`src/rtl/fg_bbox_tracker.sv`:
```
// rtl/fg_bbox_tracker.sv - per-frame foreground bounding box and pixel count tracker
// Follows a raster pixel stream, checks address continuity, and reports box/count once per frame.
module fg_bbox_tracker #(
   parameter int ADDR_WIDTH = 17,
   parameter int IMG_WIDTH  = 320,
   parameter int IMG_HEIGHT = 240
) (
   input  logic                  clk,
   input  logic                  rst_n,
   input  logic                  enable,
   input  logic                  active_in,
   input  logic [ADDR_WIDTH-1:0] addr_in,
   input  logic                  foreground_flag,
   input  logic [ADDR_WIDTH-1:0] min_count_in,
   output logic [8:0]            bbox_x_min,
   output logic [8:0]            bbox_x_max,
   output logic [7:0]            bbox_y_min,
   output logic [7:0]            bbox_y_max,
   output logic [ADDR_WIDTH-1:0] fg_count,
   output logic                  bbox_found,
   output logic                  bbox_valid,
   output logic                  sync_error
);

   typedef enum logic [1:0] {IDLE, ACCUM, REPORT} state_t;

   localparam logic [8:0] X_LAST = 9'(IMG_WIDTH - 1);
   localparam logic [7:0] Y_LAST = 8'(IMG_HEIGHT - 1);

   state_t                state_q, state_d;
   logic [8:0]            x_q, x_d, min_x_q, min_x_d, max_x_q, max_x_d;
   logic [7:0]            y_q, y_d, min_y_q, min_y_d, max_y_q, max_y_d;
   logic [ADDR_WIDTH-1:0] exp_addr_q, exp_addr_d, count_q, count_d;
   logic                  any_fg_q, any_fg_d;
   logic [8:0]            bbox_x_min_q, bbox_x_min_d, bbox_x_max_q, bbox_x_max_d;
   logic [7:0]            bbox_y_min_q, bbox_y_min_d, bbox_y_max_q, bbox_y_max_d;
   logic [ADDR_WIDTH-1:0] fg_count_q, fg_count_d;
   logic                  bbox_found_q, bbox_found_d;
   logic                  bbox_valid_q, bbox_valid_d;
   logic                  sync_error_q, sync_error_d;

   logic                  start, accum, cur_any;
   logic [8:0]            cur_x;
   logic [7:0]            cur_y;
   logic [ADDR_WIDTH-1:0] cur_cnt, cur_exp;

   always_comb begin
      state_d      = state_q;
      x_d          = x_q;
      y_d          = y_q;
      exp_addr_d   = exp_addr_q;
      count_d      = count_q;
      any_fg_d     = any_fg_q;
      min_x_d      = min_x_q;
      max_x_d      = max_x_q;
      min_y_d      = min_y_q;
      max_y_d      = max_y_q;
      bbox_x_min_d = bbox_x_min_q;
      bbox_x_max_d = bbox_x_max_q;
      bbox_y_min_d = bbox_y_min_q;
      bbox_y_max_d = bbox_y_max_q;
      fg_count_d   = fg_count_q;
      bbox_found_d = bbox_found_q;
      bbox_valid_d = 1'b0;
      sync_error_d = 1'b0;
      start        = 1'b0;
      accum        = 1'b0;

      case (state_q)
         IDLE: begin
            if (active_in && addr_in == '0) start = 1'b1;
         end
         ACCUM: begin
            if (active_in) begin
               if (addr_in == exp_addr_q) begin
                  accum = 1'b1;
               end else begin
                  sync_error_d = 1'b1;
                  if (addr_in == '0) start = 1'b1;
                  else               state_d = IDLE;
               end
            end
         end
         REPORT: begin
            fg_count_d   = count_q;
            bbox_found_d = any_fg_q && (count_q >= min_count_in);
            bbox_x_min_d = any_fg_q ? min_x_q : 9'd0;
            bbox_x_max_d = any_fg_q ? max_x_q : 9'd0;
            bbox_y_min_d = any_fg_q ? min_y_q : 8'd0;
            bbox_y_max_d = any_fg_q ? max_y_q : 8'd0;
            bbox_valid_d = 1'b1;
            state_d      = IDLE;
            // A frame may begin in this very cycle so back-to-back frames lose nothing
            if (active_in && addr_in == '0) start = 1'b1;
         end
         default: state_d = IDLE;
      endcase

      cur_x   = start ? 9'd0 : x_q;
      cur_y   = start ? 8'd0 : y_q;
      cur_cnt = start ? '0 : count_q;
      cur_any = start ? 1'b0 : any_fg_q;
      cur_exp = start ? '0 : exp_addr_q;

      if (start || accum) begin
         count_d    = cur_cnt;
         any_fg_d   = cur_any;
         exp_addr_d = cur_exp + ADDR_WIDTH'(1);
         if (foreground_flag) begin
            if (!cur_any) begin
               min_x_d = cur_x;
               max_x_d = cur_x;
               min_y_d = cur_y;
               max_y_d = cur_y;
            end else begin
               if (cur_x < min_x_q) min_x_d = cur_x;
               if (cur_x > max_x_q) max_x_d = cur_x;
               if (cur_y < min_y_q) min_y_d = cur_y;
               if (cur_y > max_y_q) max_y_d = cur_y;
            end
            if (cur_cnt != '1) count_d = cur_cnt + ADDR_WIDTH'(1);
            any_fg_d = 1'b1;
         end
         if (cur_x == X_LAST) begin
            x_d = 9'd0;
            if (cur_y == Y_LAST) begin
               state_d = REPORT;
            end else begin
               y_d     = cur_y + 8'd1;
               state_d = ACCUM;
            end
         end else begin
            x_d     = cur_x + 9'd1;
            y_d     = cur_y;
            state_d = ACCUM;
         end
      end
   end

   always_ff @(posedge clk or negedge rst_n) begin
      if (!rst_n) begin
         state_q      <= IDLE;
         x_q          <= '0;
         y_q          <= '0;
         exp_addr_q   <= '0;
         count_q      <= '0;
         any_fg_q     <= 1'b0;
         min_x_q      <= '0;
         max_x_q      <= '0;
         min_y_q      <= '0;
         max_y_q      <= '0;
         bbox_x_min_q <= '0;
         bbox_x_max_q <= '0;
         bbox_y_min_q <= '0;
         bbox_y_max_q <= '0;
         fg_count_q   <= '0;
         bbox_found_q <= 1'b0;
         bbox_valid_q <= 1'b0;
         sync_error_q <= 1'b0;
      end else if (enable) begin
         state_q      <= state_d;
         x_q          <= x_d;
         y_q          <= y_d;
         exp_addr_q   <= exp_addr_d;
         count_q      <= count_d;
         any_fg_q     <= any_fg_d;
         min_x_q      <= min_x_d;
         max_x_q      <= max_x_d;
         min_y_q      <= min_y_d;
         max_y_q      <= max_y_d;
         bbox_x_min_q <= bbox_x_min_d;
         bbox_x_max_q <= bbox_x_max_d;
         bbox_y_min_q <= bbox_y_min_d;
         bbox_y_max_q <= bbox_y_max_d;
         fg_count_q   <= fg_count_d;
         bbox_found_q <= bbox_found_d;
         bbox_valid_q <= bbox_valid_d;
         sync_error_q <= sync_error_d;
      end
   end

   assign bbox_x_min = bbox_x_min_q;
   assign bbox_x_max = bbox_x_max_q;
   assign bbox_y_min = bbox_y_min_q;
   assign bbox_y_max = bbox_y_max_q;
   assign fg_count   = fg_count_q;
   assign bbox_found = bbox_found_q;
   assign bbox_valid = bbox_valid_q;
   assign sync_error = sync_error_q;

endmodule

```
`config.mk`:
```
export PLATFORM = sky130hd
export DESIGN_NAME = fg_bbox_tracker
export DESIGN_NICKNAME = d
export VERILOG_FILES = /design/src/rtl/fg_bbox_tracker.sv
export SDC_FILE = /design/constraint.sdc
export NUM_CORES = 1
export LEC_CHECK = 0
export CORE_ASPECT_RATIO = 1.4
export CORE_MARGIN = 1
export CORE_UTILIZATION = 50
export CTS_BUF_LIST = sky130_fd_sc_hd__clkbuf_4 sky130_fd_sc_hd__clkbuf_8
export DETAILED_ROUTE_END_ITERATION = 10
export HOLD_SLACK_MARGIN = 0.06
export PLACE_DENSITY = 0.72
export SYNTH_ARGS = -nofsm -noshare
export SYNTH_HDL_FRONTEND = slang
export SYNTH_SLANG_ARGS = --single-unit
```
`constraint.sdc`:
```
create_clock -name clk -period 4.4 [get_ports clk]
set_input_delay 0.88 -clock clk [delete_from_list [all_inputs] [get_ports clk]]
set_output_delay 0.88 -clock clk [all_outputs]
set_load 0.01 [all_outputs]
```
# ---- Word level (Yosys, flattened, before mapping)
# Index checks and enable logic that the tools add are counted.
dict set report op_classes {
  magnitude_cmp 5
  n_addsub 4
  muxes 42
  reduce_logical 14
  eq_ne 15
}
# op n
set op_table {}
lappend op_table {{2-to-1 mux 8 bit} 9}
lappend op_table {{2-to-1 mux 9 bit} 8}
lappend op_table {{2-to-1 mux 17 bit} 4}
lappend op_table {{adder 17 x 1 -> 17 bit, second input constant} 2}
lappend op_table {{equality test 17 bit} 1}
lappend op_table {{greater-or-equal comparator 17 bit} 1}
lappend op_table {{logical NOT 17 bit} 1}
lappend op_table {{inequality test 17 bit, second input constant} 1}
lappend op_table {{AND reduction 4 bit} 4}
lappend op_table {{2-to-1 mux 1 bit} 13}
lappend op_table {{2-to-1 mux 2 bit} 6}
lappend op_table {{adder 9 x 1 -> 9 bit, second input constant} 1}
lappend op_table {{equality test 9 bit, second input constant} 1}
lappend op_table {{greater-than comparator 9 bit} 1}
lappend op_table {{less-than comparator 9 bit} 1}
lappend op_table {{inequality test 3 bit, second input constant} 3}
lappend op_table {{adder 8 x 1 -> 8 bit, second input constant} 1}
lappend op_table {{equality test 8 bit, second input constant} 1}
lappend op_table {{greater-than comparator 8 bit} 1}
lappend op_table {{less-than comparator 8 bit} 1}
lappend op_table {{inequality test 2 x 1 -> 1 bit, second input constant} 4}
lappend op_table {{AND reduction 5 bit} 1}
lappend op_table {{inequality test 2 bit, second input constant} 2}
lappend op_table {{case mux 2 bit (2 select lines)} 1}
lappend op_table {{other kinds (9)} 11}
dict set report totals {
  reg_bits 142
  elab_cells 98
  input_bits 39
  out_inout_bits 54
}

# ---- Depth between registers and ports, before layout
dict set report depth {
  ltp_word 10
  ltp_mapped 18
  ltp_nobuf 15
}

# ---- Least setup slack after synthesis
# OpenSTA, ideal clock, no wires.
dict set report synth_timing {
  path_type {input -> register}
  startpoint {input addr_in[7]}
  endpoint {register min_x_q[6]}
  path_buffers 2
  slack_ns 0.117
  t_required_ns 4.266
  setup_ns 0.134
  arrival_ns 4.149
  stages 16
  path_cell_list {xor2_1 -> nor4_4 -> nand2_1 -> o31ai_4 -> clkbuf_1 -> nand2_1 -> inv_1 -> ha_1 -> a21o_1 -> a21o_1 -> a21o_1 -> a21oi_1 -> and2_1 -> clkbuf_1 -> o21a_1 -> o21ai_0}
}
dict set report synth_via {
  elab_chain_len 9
  word_cells_on_any_way 19
  classes_between {1 x order compare; 2 x eq/ne; 12 x mux; 4 x reduce/logical}
}
# element line
set synth_rtl {}
lappend synth_rtl {{start: declaration} 12} ;# input logic [ADDR_WIDTH-1:0] addr_in,
lappend synth_rtl {{logical NOT 17 bit} {71, 79, 94}}
lappend synth_rtl {{2-to-1 mux 1 bit} 79} ;# if (addr_in == '0) start = 1'b1;
lappend synth_rtl {{2-to-1 mux 1 bit} 75} ;# if (addr_in == exp_addr_q) begin
lappend synth_rtl {{2-to-1 mux 1 bit} 74} ;# if (active_in) begin
lappend synth_rtl {{case mux 1 bit (2 select lines) (*)} 69} ;# case (state_q)
lappend synth_rtl {{2-to-1 mux 9 bit (*)} 99} ;# cur_x = start ? 9'd0 : x_q;
lappend synth_rtl {{net cur_x[5]} 43} ;# logic [8:0] cur_x;
lappend synth_rtl {{less-than comparator 9 bit (*)} 116} ;# if (cur_x < min_x_q) min_x_d = cur_x;
lappend synth_rtl {{inequality test 2 x 1 -> 1 bit (no line) (*)} -}
lappend synth_rtl {{AND reduction 4 bit (no line) (*)} -}
lappend synth_rtl {{end signal: assignment} 167} ;# min_x_q <= min_x_d;
lappend synth_rtl {{end: declaration} 31} ;# logic [8:0] x_q, x_d, min_x_q, min_x_d, max_x_q, max_x_d;
# Mark *: on every way through the listed nets, which the timed path passes. The rest lies on a longest branch. The select of a mux whose other input is x is not followed.
# A chain may end at the register's enable or synchronous reset.

# ---- Worst setup path in the final report
dict set report layout_timing {
  startpoint {input addr_in[7]}
  endpoint {register min_y_q[7]}
}
dict set report layout_via {
  elab_chain_len 9
  word_cells_on_any_way 19
  classes_between {1 x order compare; 2 x eq/ne; 12 x mux; 4 x reduce/logical}
}
# element line
set layout_rtl {}
lappend layout_rtl {{logical NOT 17 bit} {71, 79, 94}}
lappend layout_rtl {{2-to-1 mux 1 bit} 79}
lappend layout_rtl {{2-to-1 mux 1 bit} 75}
lappend layout_rtl {{2-to-1 mux 1 bit} 74}
lappend layout_rtl {{case mux 1 bit (2 select lines) (*)} 69}
lappend layout_rtl {{2-to-1 mux 8 bit (*)} 100} ;# cur_y = start ? 8'd0 : y_q;
lappend layout_rtl {{net cur_y[1]} 44} ;# logic [7:0] cur_y;
lappend layout_rtl {{less-than comparator 8 bit (*)} 118} ;# if (cur_y < min_y_q) min_y_d = cur_y;
lappend layout_rtl {{inequality test 2 x 1 -> 1 bit (no line) (*)} -}
lappend layout_rtl {{AND reduction 4 bit (no line) (*)} -}
lappend layout_rtl {{end signal: assignment} 169} ;# min_y_q <= min_y_d;
lappend layout_rtl {{end: declaration} 32} ;# logic [7:0] y_q, y_d, min_y_q, min_y_d, max_y_q, max_y_d;
# Marked as above.

==> results.md <==
* Status: complete, but fails checks
* Violated checks: DRC
* # setup viols final at 0
* Total number of vias at 7355
* Unrepaired setup endpoints after global routing: false
* CP max FO at 8
* Die area at 17400 sq um
* Yosys warnings at 0
* Worst Path Required at 4.75 ns
* First-pass GRT wire length at 35400 microns
* Via-per-instance ratio at 5.81
* # IOs at 93
* Initial core utilization at 51.6%
* Total track usage at 25.8%
* LEAKAGE at 4.81 nW
* Min Tclk post-route at 4.13 ns
* Top cell type's share of synthesized area at 42.0%
* CP Capture Type: flip-flop
* Period utilization at 94.0%
* GPL Wtd Cong at 0.908
* Largest cells by area after synthesis: dfrtp_1 42%, ha_1 7.3%, nand2_1 5.9%, o21ai_0 4.9%, mux2_2 4.0%
* Distinct cells, synth at 80
* Cell Pwr Density at 242 nW/um^2
* Critical path arrival at 4.49 ns
* Dominant synthesized flop cell: dfrtp_1
* Vias in the first global route at 7210
* Fin. Hold Viols at 0
* Final worst slack at 0.266 ns
* DRC viols at 11
* Buffers on Ports at 92
* Die Ht at 156 microns
* Dpl hpwl at 15900 microns
* Final WL at 21300 microns
* Core area at 16400 sq um
* H-tree Lvls at 4
* Die X at 112 microns
* Peak supply drop at 0.000187 V
* WS Path Type: in -> reg
* Synthesized instance count at 900
* Share of cells above drive strength 1 at 16.9%
* # hold bufs at CTS at 0
* Non-filler instance count after layout at 1266
* Setup Slack @ Placement at -0.124 ns
* Root Driver: clkbuf_8
* Pins over their slew limit at 0
* Antenna violations before repair at 0
* Syn_area_per_cell at 9.40 sq um
* Gr ovfl total at 0
* Ys async rst share at 100%
* CTS tree: yes
* Worst Tran Pin Value at 0.976 ns
* Ant. Diodes at 0
* Area leader, netlist: dfrtp_1
* Fin Clk Skew at 0.0112 ns
* FP Rows at 55
* Seq/Total Area, Yosys at 42.0%
* Syn_nets at 988
* Max transition margin at 35.0%
* Mapped Area at 8460 sq um
* Hold Worst Slack at 0.475 ns
* DR iter-0 viols at 498
* Max_cap viols at 0
* Wire per inst at 16.8 microns
* # nets final at 1143
* Area Overhead vs Synth at 24.5%
* Clock insertion delay at the later pin of the skew report at 0.47 ns
* Clk buf depth at 2
* DRT antenna net count at 0
* Iteration count of the initial detailed-routing pass at 8
* TritonCTS buffer count at 17
* Hold WC Path Type: reg -> reg
* #FFs+latches synth at 142
* CP startpoint kind: primary input
* CTS clk-pin slew, worst paths at 0.08 ns
* CTS Sinks at 142
* Dpl cells at 1234
* Largest net degree at the start of global routing at 106
* Post-synth EDFFs at 0
* Filler Cell Count at 1389
* Pwr Total at 2.54 mW
* Max Freq at 242 MHz
-- metal layers --
metal  share of wire [%]  track usage, %  wire length [microns]
met5                   0               0                      0
met1                  42            31.7                   8990
met3                 4.3            4.00                    907
met2                  50            44.4                  10700
met4                 3.4            11.8                    732
-- final timing paths --
check / start / endpoint / slack, ns / cells after the start
hold reg to reg: bbox_x_min[1] / bbox_x_min[1] / 0.47 / 2
setup reg to reg: exp_addr_q[13] / min_y_q[7] / 0.70 / 12
max in group asynchronous: rst_n / max_y_q[5] / 2.99 / 2
setup / recovery: addr_in[7] / min_y_q[7] / 0.27 / 13
hold / removal: bbox_x_min[1] / bbox_x_min[1] / 0.47 / 2
min in group asynchronous: rst_n / fg_count[7] / 0.53 / 1
-- synth_stat cells (all sizes together) (3+ instances only) --
cell type and count:
dfrtp 142, nand2 133, o21ai 84, inv 65
ha 49, o31ai 40, mux2 34, nor2 34
nand3 29, clkbuf 27, a21oi 26, nand4 24
and2 19, xor2 18, nor3 16, a31oi 13
and3 13, a21o 12, o21a 12, buf 11
nor4 10, o211ai 9, mux2i 8, and4 6
a211oi 5, nor2b 5, or4 5, xnor2 5
or3 4, a211o 3, a41oi 3, o21bai 3
o41ai 3
-- flip-flops by register name, indices dropped and copies added (netlist names), 8 cells and up --
signal,count
bbox_x_max,9
bbox_y_max,8
bbox_x_min,9
exp_addr_q,17
x_q,9
min_y_q,8
y_q,8
count_q,17
max_y_q,8
bbox_y_min,8
min_x_q,9
max_x_q,9
fg_count,17
-- critical path, cell delays in order --
cell and delay (ns):
clkdlybuf4s50_1 0.45, xor2_1 0.20, nor4_4 0.31, nand2_1 0.14, o31ai_4 0.35, and2_1 0.31, ha_1 0.29, nor2b_1 0.14
a2111oi_0 0.38, o21ai_0 0.17, a221oi_1 0.35, o21bai_2 0.21, mux2_2 0.32
-- power by group --
part	internal [mW]	switching [mW]	total, mW
Sequential	1.31	0.00142	1.31
Clock	0.607	0.515	1.12
Combinational	0.0534	0.0605	0.114
-- stage by stage --
step | setup TNS (ns) | utilization, % | area, sq um
after floorplan | 0 | - | 8460
after global placement | -0.363 | 61.5 | 10100
after detailed placement | -3.10 | 61.5 | 10100
after CTS | 0 | 64.1 | 10500
after global routing | 0 | 64.3 | 10500
final | 0 | 64.3 | 10500
-- layout by cell type (no fill, tap or decap), types with 14 or more instances in the layout --
master and instances:
xor2_1 17, buf_4 81, o21ai_0 82, a21oi_1 25, clkdlybuf4s50_1 91, nand3_1 28
mux2_2 30, nor2_1 34, clkbuf_8 20, nand4_1 23, ha_1 49, and2_1 17
dfrtp_1 142, o31ai_1 39, nand2_1 132, inv_1 65, nor3_1 14
-- layout make-up --
class | instances | area [sq um] | area share, %
inverter | 65 | 244 | 2.32
timing repair buffer | 174 | 1550 | 14.7
sequential | 142 | 3550 | 33.8
clock inverter | 10 | 136 | 1.30
multi-input combinational | 655 | 4510 | 42.8
clock buffer | 21 | 283 | 2.69
tap | 199 | 249 | 2.37
-- what timing repair did --
item	in CTS	in global routing
setup endpoints to repair	0	4
buffers inserted	0	1
resized for setup	0	3
-- kinds of logic (layout without fill, tap and decap cells) --
| group | after synthesis | in the layout | share of synthesized area (%) |
|---|---|---|---|
| multiplexers | 42 | 42 | 5.65 |
| flip-flops | 142 | 142 | 42.0 |
| buffers and inverters | 103 | 270 | 4.87 |
| adder cells (fa/ha/maj) | 49 | 49 | 7.25 |
| AND/OR/NAND/NOR | 304 | 304 | 18.7 |
| XOR/XNOR | 23 | 23 | 2.47 |
| AO/OA/AOI/OAI | 237 | 237 | 19.1 |
(Power assumes the default switching activity.)
